[config.mk]
export PLATFORM = sky130hd
export DESIGN_NAME = pipe_stage_reg
export DESIGN_NICKNAME = d
export VERILOG_FILES = /design/src/rtl/pipe_stage_reg_pkg.sv /design/src/rtl/pipe_stage_reg_skid_ctrl.sv /design/src/rtl/pipe_stage_reg.sv
export SDC_FILE = /design/constraint.sdc
export NUM_CORES = 1
export LEC_CHECK = 0
export CAP_MARGIN = 15
export CORE_MARGIN = 1
export CORE_UTILIZATION = 54
export CTS_CLUSTER_SIZE = 8
export DETAILED_ROUTE_END_ITERATION = 6
export PLACE_DENSITY = 0.83
export SKIP_LAST_GASP = 1
export SYNTH_ARGS = -nofsm -noshare
export SYNTH_HDL_FRONTEND = slang
export SYNTH_SLANG_ARGS = --single-unit
export TNS_END_PERCENT = 1
[constraint.sdc]
create_clock -name clk -period 19.3 [get_ports clk]
set_clock_uncertainty 0.1 [all_clocks]
set_input_delay 3.86 -clock clk [delete_from_list [all_inputs] [get_ports clk]]
set_output_delay 3.86 -clock clk [all_outputs]
set_load 0.005 [all_outputs]
[src/rtl/pipe_stage_reg_pkg.sv]
//------------------------------------------------------------------------------
// pipe_stage_reg_pkg : shared state encoding and payload defaults for stages
// Revision: 1.0
//------------------------------------------------------------------------------
`default_nettype none

package pipe_stage_reg_pkg;

   typedef enum logic [1:0] {
      PIPE_ST_EMPTY = 2'b00,
      PIPE_ST_BUSY  = 2'b01,
      PIPE_ST_FULL  = 2'b10
   } pipe_state_e;

   localparam int unsigned PIPE_DATA_W = 32*3 + 5*3 + 32;
   localparam int unsigned PIPE_CTRL_W = 16;

   // NOP control encoding: every enable (jump, dmem, csr_we, uart) is low.
   localparam logic [PIPE_CTRL_W-1:0] PIPE_CTRL_BUBBLE = '0;

endpackage

`default_nettype wire

[src/rtl/pipe_stage_reg_skid_ctrl.sv]
//------------------------------------------------------------------------------
// pipe_skid_ctrl : valid/ready control for one elastic stage (skid or single)
// Revision: 1.0
//------------------------------------------------------------------------------
`default_nettype none

module pipe_skid_ctrl
   import pipe_stage_reg_pkg::*;
#(
   parameter int SKID = 1
) (
   input  logic clk,
   input  logic rst,
   input  logic in_valid,
   input  logic out_ready,
   input  logic flush,
   output logic load_main,
   output logic load_skid,
   output logic move_skid,
   output logic out_valid,
   output logic in_ready
);

   generate
      if (SKID != 0) begin : g_skid
         pipe_state_e state;
         pipe_state_e state_next;
         logic        acc;
         logic        fire;

         // Both handshake outputs decode only the state register.
         assign out_valid = (state != PIPE_ST_EMPTY);
         assign in_ready  = (state != PIPE_ST_FULL);
         assign acc       = in_valid & in_ready & ~flush;
         assign fire      = out_valid & out_ready;

         always_ff @(posedge clk or posedge rst) begin
            if (rst) begin
               state <= PIPE_ST_EMPTY;
            end else begin
               state <= state_next;
            end
         end

         always_comb begin
            state_next = state;
            load_main  = 1'b0;
            load_skid  = 1'b0;
            move_skid  = 1'b0;
            case (state)
               PIPE_ST_EMPTY: begin
                  if (acc) begin
                     load_main  = 1'b1;
                     state_next = PIPE_ST_BUSY;
                  end
               end
               PIPE_ST_BUSY: begin
                  if (acc && fire) begin
                     load_main = 1'b1;
                  end else if (acc) begin
                     load_skid  = 1'b1;
                     state_next = PIPE_ST_FULL;
                  end else if (fire) begin
                     state_next = PIPE_ST_EMPTY;
                  end
               end
               PIPE_ST_FULL: begin
                  if (fire) begin
                     move_skid  = 1'b1;
                     state_next = PIPE_ST_BUSY;
                  end
               end
               default: state_next = PIPE_ST_EMPTY;
            endcase
            // acc already excludes flush; only the skid move needs suppressing.
            if (flush) begin
               move_skid  = 1'b0;
               state_next = PIPE_ST_EMPTY;
            end
         end
      end else begin : g_single
         logic valid;
         logic acc;
         logic fire;

         assign out_valid = valid;
         assign in_ready  = ~valid | out_ready;
         assign acc       = in_valid & in_ready & ~flush;
         assign fire      = valid & out_ready;
         assign load_main = acc;
         assign load_skid = 1'b0;
         assign move_skid = 1'b0;

         always_ff @(posedge clk or posedge rst) begin
            if (rst) begin
               valid <= 1'b0;
            end else if (flush) begin
               valid <= 1'b0;
            end else if (acc) begin
               valid <= 1'b1;
            end else if (fire) begin
               valid <= 1'b0;
            end
         end
      end
   endgenerate

endmodule

`default_nettype wire

[src/rtl/pipe_stage_reg.sv]
//------------------------------------------------------------------------------
// pipe_stage_reg : elastic pipeline register with bubble ctrl and stall counter
// Revision: 1.0
//------------------------------------------------------------------------------
`default_nettype none

module pipe_stage_reg
   import pipe_stage_reg_pkg::*;
#(
   parameter int                DATA_W      = PIPE_DATA_W,
   parameter int                CTRL_W      = PIPE_CTRL_W,
   parameter logic [CTRL_W-1:0] CTRL_BUBBLE = PIPE_CTRL_BUBBLE,
   parameter int                SKID        = 1,
   parameter int                CNT_W       = 16
) (
   input  logic              clk,
   input  logic              rst,
   input  logic              in_valid,
   output logic              in_ready,
   input  logic [DATA_W-1:0] in_data,
   input  logic [CTRL_W-1:0] in_ctrl,
   output logic              out_valid,
   input  logic              out_ready,
   output logic [DATA_W-1:0] out_data,
   output logic [CTRL_W-1:0] out_ctrl,
   input  logic              flush,
   output logic [CNT_W-1:0]  stall_cnt
);

   logic              load_main;
   logic              load_skid;
   logic              move_skid;
   logic [DATA_W-1:0] main_data;
   logic [CTRL_W-1:0] main_ctrl;
   logic [DATA_W-1:0] main_src_data;
   logic [CTRL_W-1:0] main_src_ctrl;

   pipe_skid_ctrl #(
      .SKID (SKID)
   ) u_ctrl (
      .clk       (clk),
      .rst       (rst),
      .in_valid  (in_valid),
      .out_ready (out_ready),
      .flush     (flush),
      .load_main (load_main),
      .load_skid (load_skid),
      .move_skid (move_skid),
      .out_valid (out_valid),
      .in_ready  (in_ready)
   );

   generate
      if (SKID != 0) begin : g_skid_regs
         logic [DATA_W-1:0] skid_data;
         logic [CTRL_W-1:0] skid_ctrl;

         always_ff @(posedge clk or posedge rst) begin
            if (rst) begin
               skid_data <= '0;
               skid_ctrl <= '0;
            end else if (load_skid) begin
               skid_data <= in_data;
               skid_ctrl <= in_ctrl;
            end
         end

         assign main_src_data = move_skid ? skid_data : in_data;
         assign main_src_ctrl = move_skid ? skid_ctrl : in_ctrl;
      end else begin : g_no_skid_regs
         assign main_src_data = in_data;
         assign main_src_ctrl = in_ctrl;
      end
   endgenerate

   // Payload registers are deliberately left untouched by flush.
   always_ff @(posedge clk or posedge rst) begin
      if (rst) begin
         main_data <= '0;
         main_ctrl <= '0;
      end else if (load_main || move_skid) begin
         main_data <= main_src_data;
         main_ctrl <= main_src_ctrl;
      end
   end

   assign out_data = main_data;
   assign out_ctrl = out_valid ? main_ctrl : CTRL_BUBBLE;

   always_ff @(posedge clk or posedge rst) begin
      if (rst) begin
         stall_cnt <= '0;
      end else if (out_valid && !out_ready && !(&stall_cnt)) begin
         stall_cnt <= stall_cnt + {{(CNT_W-1){1'b0}}, 1'b1};
      end
   end

endmodule

`default_nettype wire
== Word-level counts from Yosys, hierarchy flattened ==
Cells that the tools add are included.

* Register bits: 336
* Bits in latches: 0
* Memory bits (writable): 0
* Bits in read-only memories: 0
* Bits of input ports: 164
* Output and inout port bits: 177
* Word-level logic and storage cells: 46
* Memories kept: 0

* $add $sub $neg: 1
* $mul: 0
* Divide/modulo/power cells: 0
* Order comparisons: 0
* Equality and inequality tests: 7
* Shift-type cells: 0
* Mux-type cells: 18
* Bitwise gates (word level): 4
* Reductions and logical operators: 10

{| class="wikitable"
|+ Operator list
! cell !! number
|-
| $mux W143 || 1
|-
| $mux W16 || 2
|-
| $add A16 B1 Y16 const B || 1
|-
| $reduce_and A16 Y1 || 1
|-
| $mux W2 || 6
|-
| $mux W1 || 7
|-
| $ne A3 B2 Y1 const B || 2
|-
| $pmux W2 S3 || 1
|-
| $ne A4 B2 Y1 const B || 1
|-
| $reduce_and A4 Y1 || 1
|-
| $and A1 B1 Y1 || 3
|-
| $logic_and A1 B1 Y1 || 3
|-
| $ne A3 B3 Y1 const B || 1
|-
| $eq A2 B1 Y1 const B || 1
|-
| $eq A2 B2 Y1 const B || 1
|-
| $logic_not A1 Y1 || 2
|-
| $logic_not A2 Y1 || 1
|-
| $ne A2 B2 Y1 const B || 1
|-
| $pmux W1 S2 || 1
|-
| $reduce_bool A2 Y1 || 1
|-
| $logic_or A1 B1 Y1 || 1
|-
| $not A1 Y1 || 1
|}

== Depth between registers and ports, before layout ==
* Depth after elaboration: 7
* Depth in mapped cells: 7
* Depth with buffers taken out: 5

== Hierarchy ==
A second synthesis with hierarchy kept.

* Cell total of the unflattened synthesis: 1138
* Area, all modules: 14174.8 µm²

{| class="wikitable"
|+ Modules (own cells, without submodules)
! module !! times used !! cells an instance !! area an instance (µm²) !! seq. area each (µm²)
|-
| pipe_stage_reg || 1 || 1121 || 14005.9 || 8358.0
|-
| pipe_skid_ctrl || 1 || 17 || 168.9 || 50.0
|}

== Least setup slack after synthesis ==
OpenSTA, ideal clock, no wires.

* Kind: input -> register
* From: input port out_ready
* To: register main_ctrl[0]
* Library setup time: 128 ps
* Arrival time: 5209 ps
* Setup slack: 13864 ps
* Stages on the path: 6
* Cells stage by stage: buf_2 > nor3b_4 > buf_4 > buf_4 > mux2_1 > mux2_1

* Longest elaborated chain between the ends: 5
* Elaborated cells between the ends (all ways): 9

{| class="wikitable"
|+ Ends and longest elaborated chain
! item !! RTL line !! text
|-
| from (decl) || pipe_stage_reg.sv:23 || <nowiki>input logic out_ready,</nowiki>
|-
| $and A1 B1 Y1 (*) || pipe_stage_reg_skid_ctrl.sv:35 || <nowiki>assign fire = out_valid & out_ready;</nowiki>
|-
| $mux W1 or $logic_and A1 B1 Y1 (tied branches) || pipe_stage_reg_skid_ctrl.sv:68, pipe_stage_reg_skid_ctrl.sv:58 ||
|-
| $mux W1 (on tied branches) || pipe_stage_reg_skid_ctrl.sv:50, pipe_stage_reg_skid_ctrl.sv:58 ||
|-
| $mux W1 or $pmux W1 S2 (tied branches) || pipe_stage_reg_skid_ctrl.sv:76, pipe_stage_reg_skid_ctrl.sv:50 ||
|-
| $mux W16 or $logic_or A1 B1 Y1 (tied branches) || pipe_stage_reg.sv:69, pipe_stage_reg.sv:81 ||
|-
| to (signal assigned) || pipe_stage_reg.sv:83 || <nowiki>main_ctrl <= main_src_ctrl;</nowiki>
|-
| to (decl) || pipe_stage_reg.sv:34 || <nowiki>logic [CTRL_W-1:0] main_ctrl;</nowiki>
|}

Mark *: on every way between the ends. The rest lies on a longest branch, timed or not.
A chain may end at the register's enable or synchronous reset.

== Final worst setup path ==
* From: input port out_ready
* To: register main_data[66], in the netlist out_data[66]

* Longest elaborated chain between the ends: 5
* Elaborated cells between the ends (all ways): 9

{| class="wikitable"
|+ Ends and longest elaborated chain
! item !! RTL line !! text
|-
| $and A1 B1 Y1 (*) || pipe_stage_reg_skid_ctrl.sv:35 ||
|-
| $mux W1 or $logic_and A1 B1 Y1 (tied branches) || pipe_stage_reg_skid_ctrl.sv:68, pipe_stage_reg_skid_ctrl.sv:58 ||
|-
| $mux W1 (on tied branches) || pipe_stage_reg_skid_ctrl.sv:50, pipe_stage_reg_skid_ctrl.sv:58 ||
|-
| $mux W1 or $pmux W1 S2 (tied branches) || pipe_stage_reg_skid_ctrl.sv:76, pipe_stage_reg_skid_ctrl.sv:50 ||
|-
| $mux W143 or $logic_or A1 B1 Y1 (tied branches) || pipe_stage_reg.sv:68, pipe_stage_reg.sv:81 ||
|-
| to (signal assigned) || pipe_stage_reg.sv:82 || <nowiki>main_data <= main_src_data;</nowiki>
|-
| to (decl) || pipe_stage_reg.sv:33 || <nowiki>logic [DATA_W-1:0] main_data;</nowiki>
|}

Marks and branches as above.

==> impl_results.md <==
- Count of nets left with antenna violations after detail routing: 0
- Sink Count: ~340
- Worst VDD drop: about 0.087 mV
- Fraction of synthesized cell area taken by the top area cell type: 0.574
- Synthesis-stage register bit count: approximately 340
- Starting utilization of the core area: 0.556
- Largest net degree at the start of global routing: roughly 150
- Final setup violating endpoints: 0
- Number of global-route vias before repair: 9,764
- Placer congestion estimate: between 0.8 and 0.9
- First-pass iteration count of the detailed router: 4
- Reg clk slew, reported paths: roughly 0.05 ns
- Share of final-layout standard cells stronger than drive strength 1: 0.273
- Crit end category: flip-flop
- Die X-Extent: between 150 and 200 um
- CP max stage cell: buf_4
- Total wire length after detailed routing: between 30,000 and 40,000 um
- Mapped cell area: 0.0147 sq mm
- Detail-routed via count per cell: 5.53
- Number of warnings printed during yosys synthesis: 0
- Relative slew slack: 0.301
- # rows: slightly below 60
- Final critical-path share of the clock period: 0.339
- Setup slack of the critical path after layout: 12.75 ns
- Initial antenna violation count: 2
- Run status: complete, no violations
- Number of buffers inserted during clock tree synthesis: 47
- Placed cell area: roughly 0.018 sq mm
- Cell breakdown of the critical path: clkdlybuf4s50_1 -> mux2i_1 -> nor2_1 -> o21bai_4 -> buf_4 -> buf_4 -> mux2_2
- Synth area leader: dfrtp_1
- Clock network latency to the later pin of the worst-skew pair: around 0.52 ns
- Htree depth: 2
- Nets: ~1,500
- Post-route cell area: 0.0195 sq mm
- Number of distinct library cells after synthesis: 33
- Root buf cell: clkbuf_16
- Synthesized netlist net count: approximately 1,100
- Vias: 9,031
- Area contributors post-synth: dfrtp_1 (57%), mux2_2 (22%), mux2_1 (15%)
- Congestion Overflow GR: 0
- Drt first-iter violations: around 470
- GR Util All Layers: 0.242
- Fillers: roughly 1,700
- Post-layout minimum cycle time: 6.55 ns
- Mean routed wirelength per cell: slightly above 20 um
- Area growth from synthesis to final layout: 33.1%
- Stage delay of the slowest cell on the critical path: roughly 0.77 ns
- CTS tree: done
- Setup Buffers After CTS: 0
- Unrepaired setup endpoints after global routing: false
- Global-route wire length before repair: 53,200 um
- Hold Path Class: reg2reg
- Die Height: 167 um
- Max-slew violation count: 0
- Category of the critical setup timing path: in2reg
- Remaining routing DRC violations: 0
- Maximum capacitance violations: 0
- CP required: slightly below 20 ns
- Type of element launching the critical path: input pin
- Critical path's most frequent cell: buf_4
- Total of cells resized after clock tree synthesis: 0
- Data arrival at the endpoint of the critical path: roughly 6.9 ns
- IO Count: approximately 340
- Maximum clock rate: between 0.15 and 0.2 GHz
- Hold Fails Final Rpt: 0
- Leak Pwr: a little over 8 nW
- Critical Path Fanout Max: 62
- Number of hold buffers added after cts: 0
- DPL Wire Length: ~21,000 um
- Worst Setup Slack post-DPL: 12.21 ns
- Post-Syn Instances: about 950
- Part of the Yosys area used for sequential elements: 0.574
- Tightest Pin Transition: roughly 1.0 ns
- Syn avg cell area: approximately 15 sq um
- Final Core Density: 0.740
- Pwr Density: 106 mW/mm^2
- Number of port buffers: 340
- Core box area: 0.0264 sq mm
- Maximum clock insertion buffer count: 3
- Final sum of negative setup slack: 0 ns
- Die area: 0.0278 sq mm
sequential cells by signal (all words and copies together) (netlist names):
register and count:
u_ctrl.g_skid.state 2, out_data 143, main_ctrl 16, stall_cnt 16, g_skid_regs.skid_data 143, g_skid_regs.skid_ctrl 16
cells in the final DEF (no fill, tap or decap):
master	count
or3b_2	1
nor3b_1	1
clkbuf_16	47
or4_1	1
nand2_1	4
nor2b_1	17
inv_6	3
nand4b_1	1
and4_1	1
and2_4	1
mux2_1	189
xor2_1	3
buf_12	1
inv_1	1
mux2i_1	1
clkdlybuf4s50_1	340
mux2_2	288
and2_1	1
mux2_4	1
ha_1	1
nand2b_1	1
buf_4	9
o21bai_4	1
nor2_1	7
a21boi_0	1
xnor2_1	12
nor3_1	1
a21oi_1	1
nand3_4	1
nor3b_4	1
and3_1	7
diode_2	1
dfrtp_1	336
nand3_1	6
inv_8	1
nand4_1	10
layout make-up:
class / instances / area [sq um] / area share
inverters: 2 / 15.0 / 0.000770
clock inverters: 3 / 26.3 / 0.00135
repair buffers: 350 / 3490 / 0.179
diodes: 1 / 2.50 / 0.000128
multi-input cells: 560 / 5960 / 0.306
well taps: 335 / 419 / 0.0215
clock buffers: 47 / 1180 / 0.0603
flip-flops and latches: 336 / 8410 / 0.431
per-layer routing:
metal,global-route usage,vias to the layer above,wire [um]
li1,-,4088,-
met1,0.297,4616,13000
met2,0.405,280,16200
met3,0.0875,47,2930
met4,0.0680,0,709
met5,0,-,0
critical path: cells and delay by family:
family                 cells  cell delay, ns
AO/OA/AOI/OAI              1            0.15
buffers and inverters      3            2.06
multiplexers               2            0.64
AND/OR/NAND/NOR            1            0.10
kinds of logic after synthesis:
| kind of cell | share of synthesized area |
|---|---|
| AND/OR/NAND/NOR | 0.0256 |
| flip-flops | 0.574 |
| XOR/XNOR | 0.00897 |
| multiplexers | 0.368 |
| AO/OA/AOI/OAI | 0.00162 |
| buffers and inverters | 0.0208 |
| adder cells (fa/ha/maj) | 0.000854 |
synthesized netlist by cell type:
library cell,n
and3_1,7
or4_1,1
nor2_1,7
nor2b_1,17
nand2b_1,1
nor3b_4,1
mux2_1,189
mux2_2,288
xnor2_1,12
nor3_1,1
a21boi_0,1
buf_6,1
o21bai_2,1
xor2_1,3
nand2_1,4
and2_4,1
nand3_1,7
mux2_4,1
ha_1,1
nor3b_1,1
and2_1,1
mux2i_1,1
nand4_1,10
dfrtp_1,336
buf_2,31
clkbuf_1,5
or3b_2,1
inv_1,2
buf_4,12
buf_1,6
and4_1,1
nand4b_1,1
a21oi_1,1
path summary, 6_finish.rpt:
check | startpoint | to | slack (ns) | cells after the start
max | out_ready | out_data[66] | 12.75 | 7
min | main_ctrl[11] | main_ctrl[11] | 0.38 | 1
max reg2reg | u_ctrl.g_skid.state[0] | out_data[121] | 16.20 | 5
min reg2reg | main_ctrl[11] | main_ctrl[11] | 0.38 | 1
max in group asynchronous | rst | main_ctrl[14] | 13.78 | 3
min in group asynchronous | rst | out_data[87] | 3.80 | 2
through the flow:
step | power, mW | std cells | hold WS, ns
detailed placement | 1.39 | 1583 | 0.373
floorplan | 1.15 | 953 | 0.356
CTS | 2.10 | 1633 | 0.385
global route | 2.18 | 1634 | 0.397
finish | 2.08 | 1634 | 0.378
global placement | 1.37 | 1583 | 0.368
power by group:
part | leakage, nW | internal (mW) | switching [mW]
registers | 4.06 | 0.874 | 0.0876
clock network | 0.593 | 0.425 | 0.272
logic | 3.57 | 0.282 | 0.135
Power figures use the tool's default switching activity.
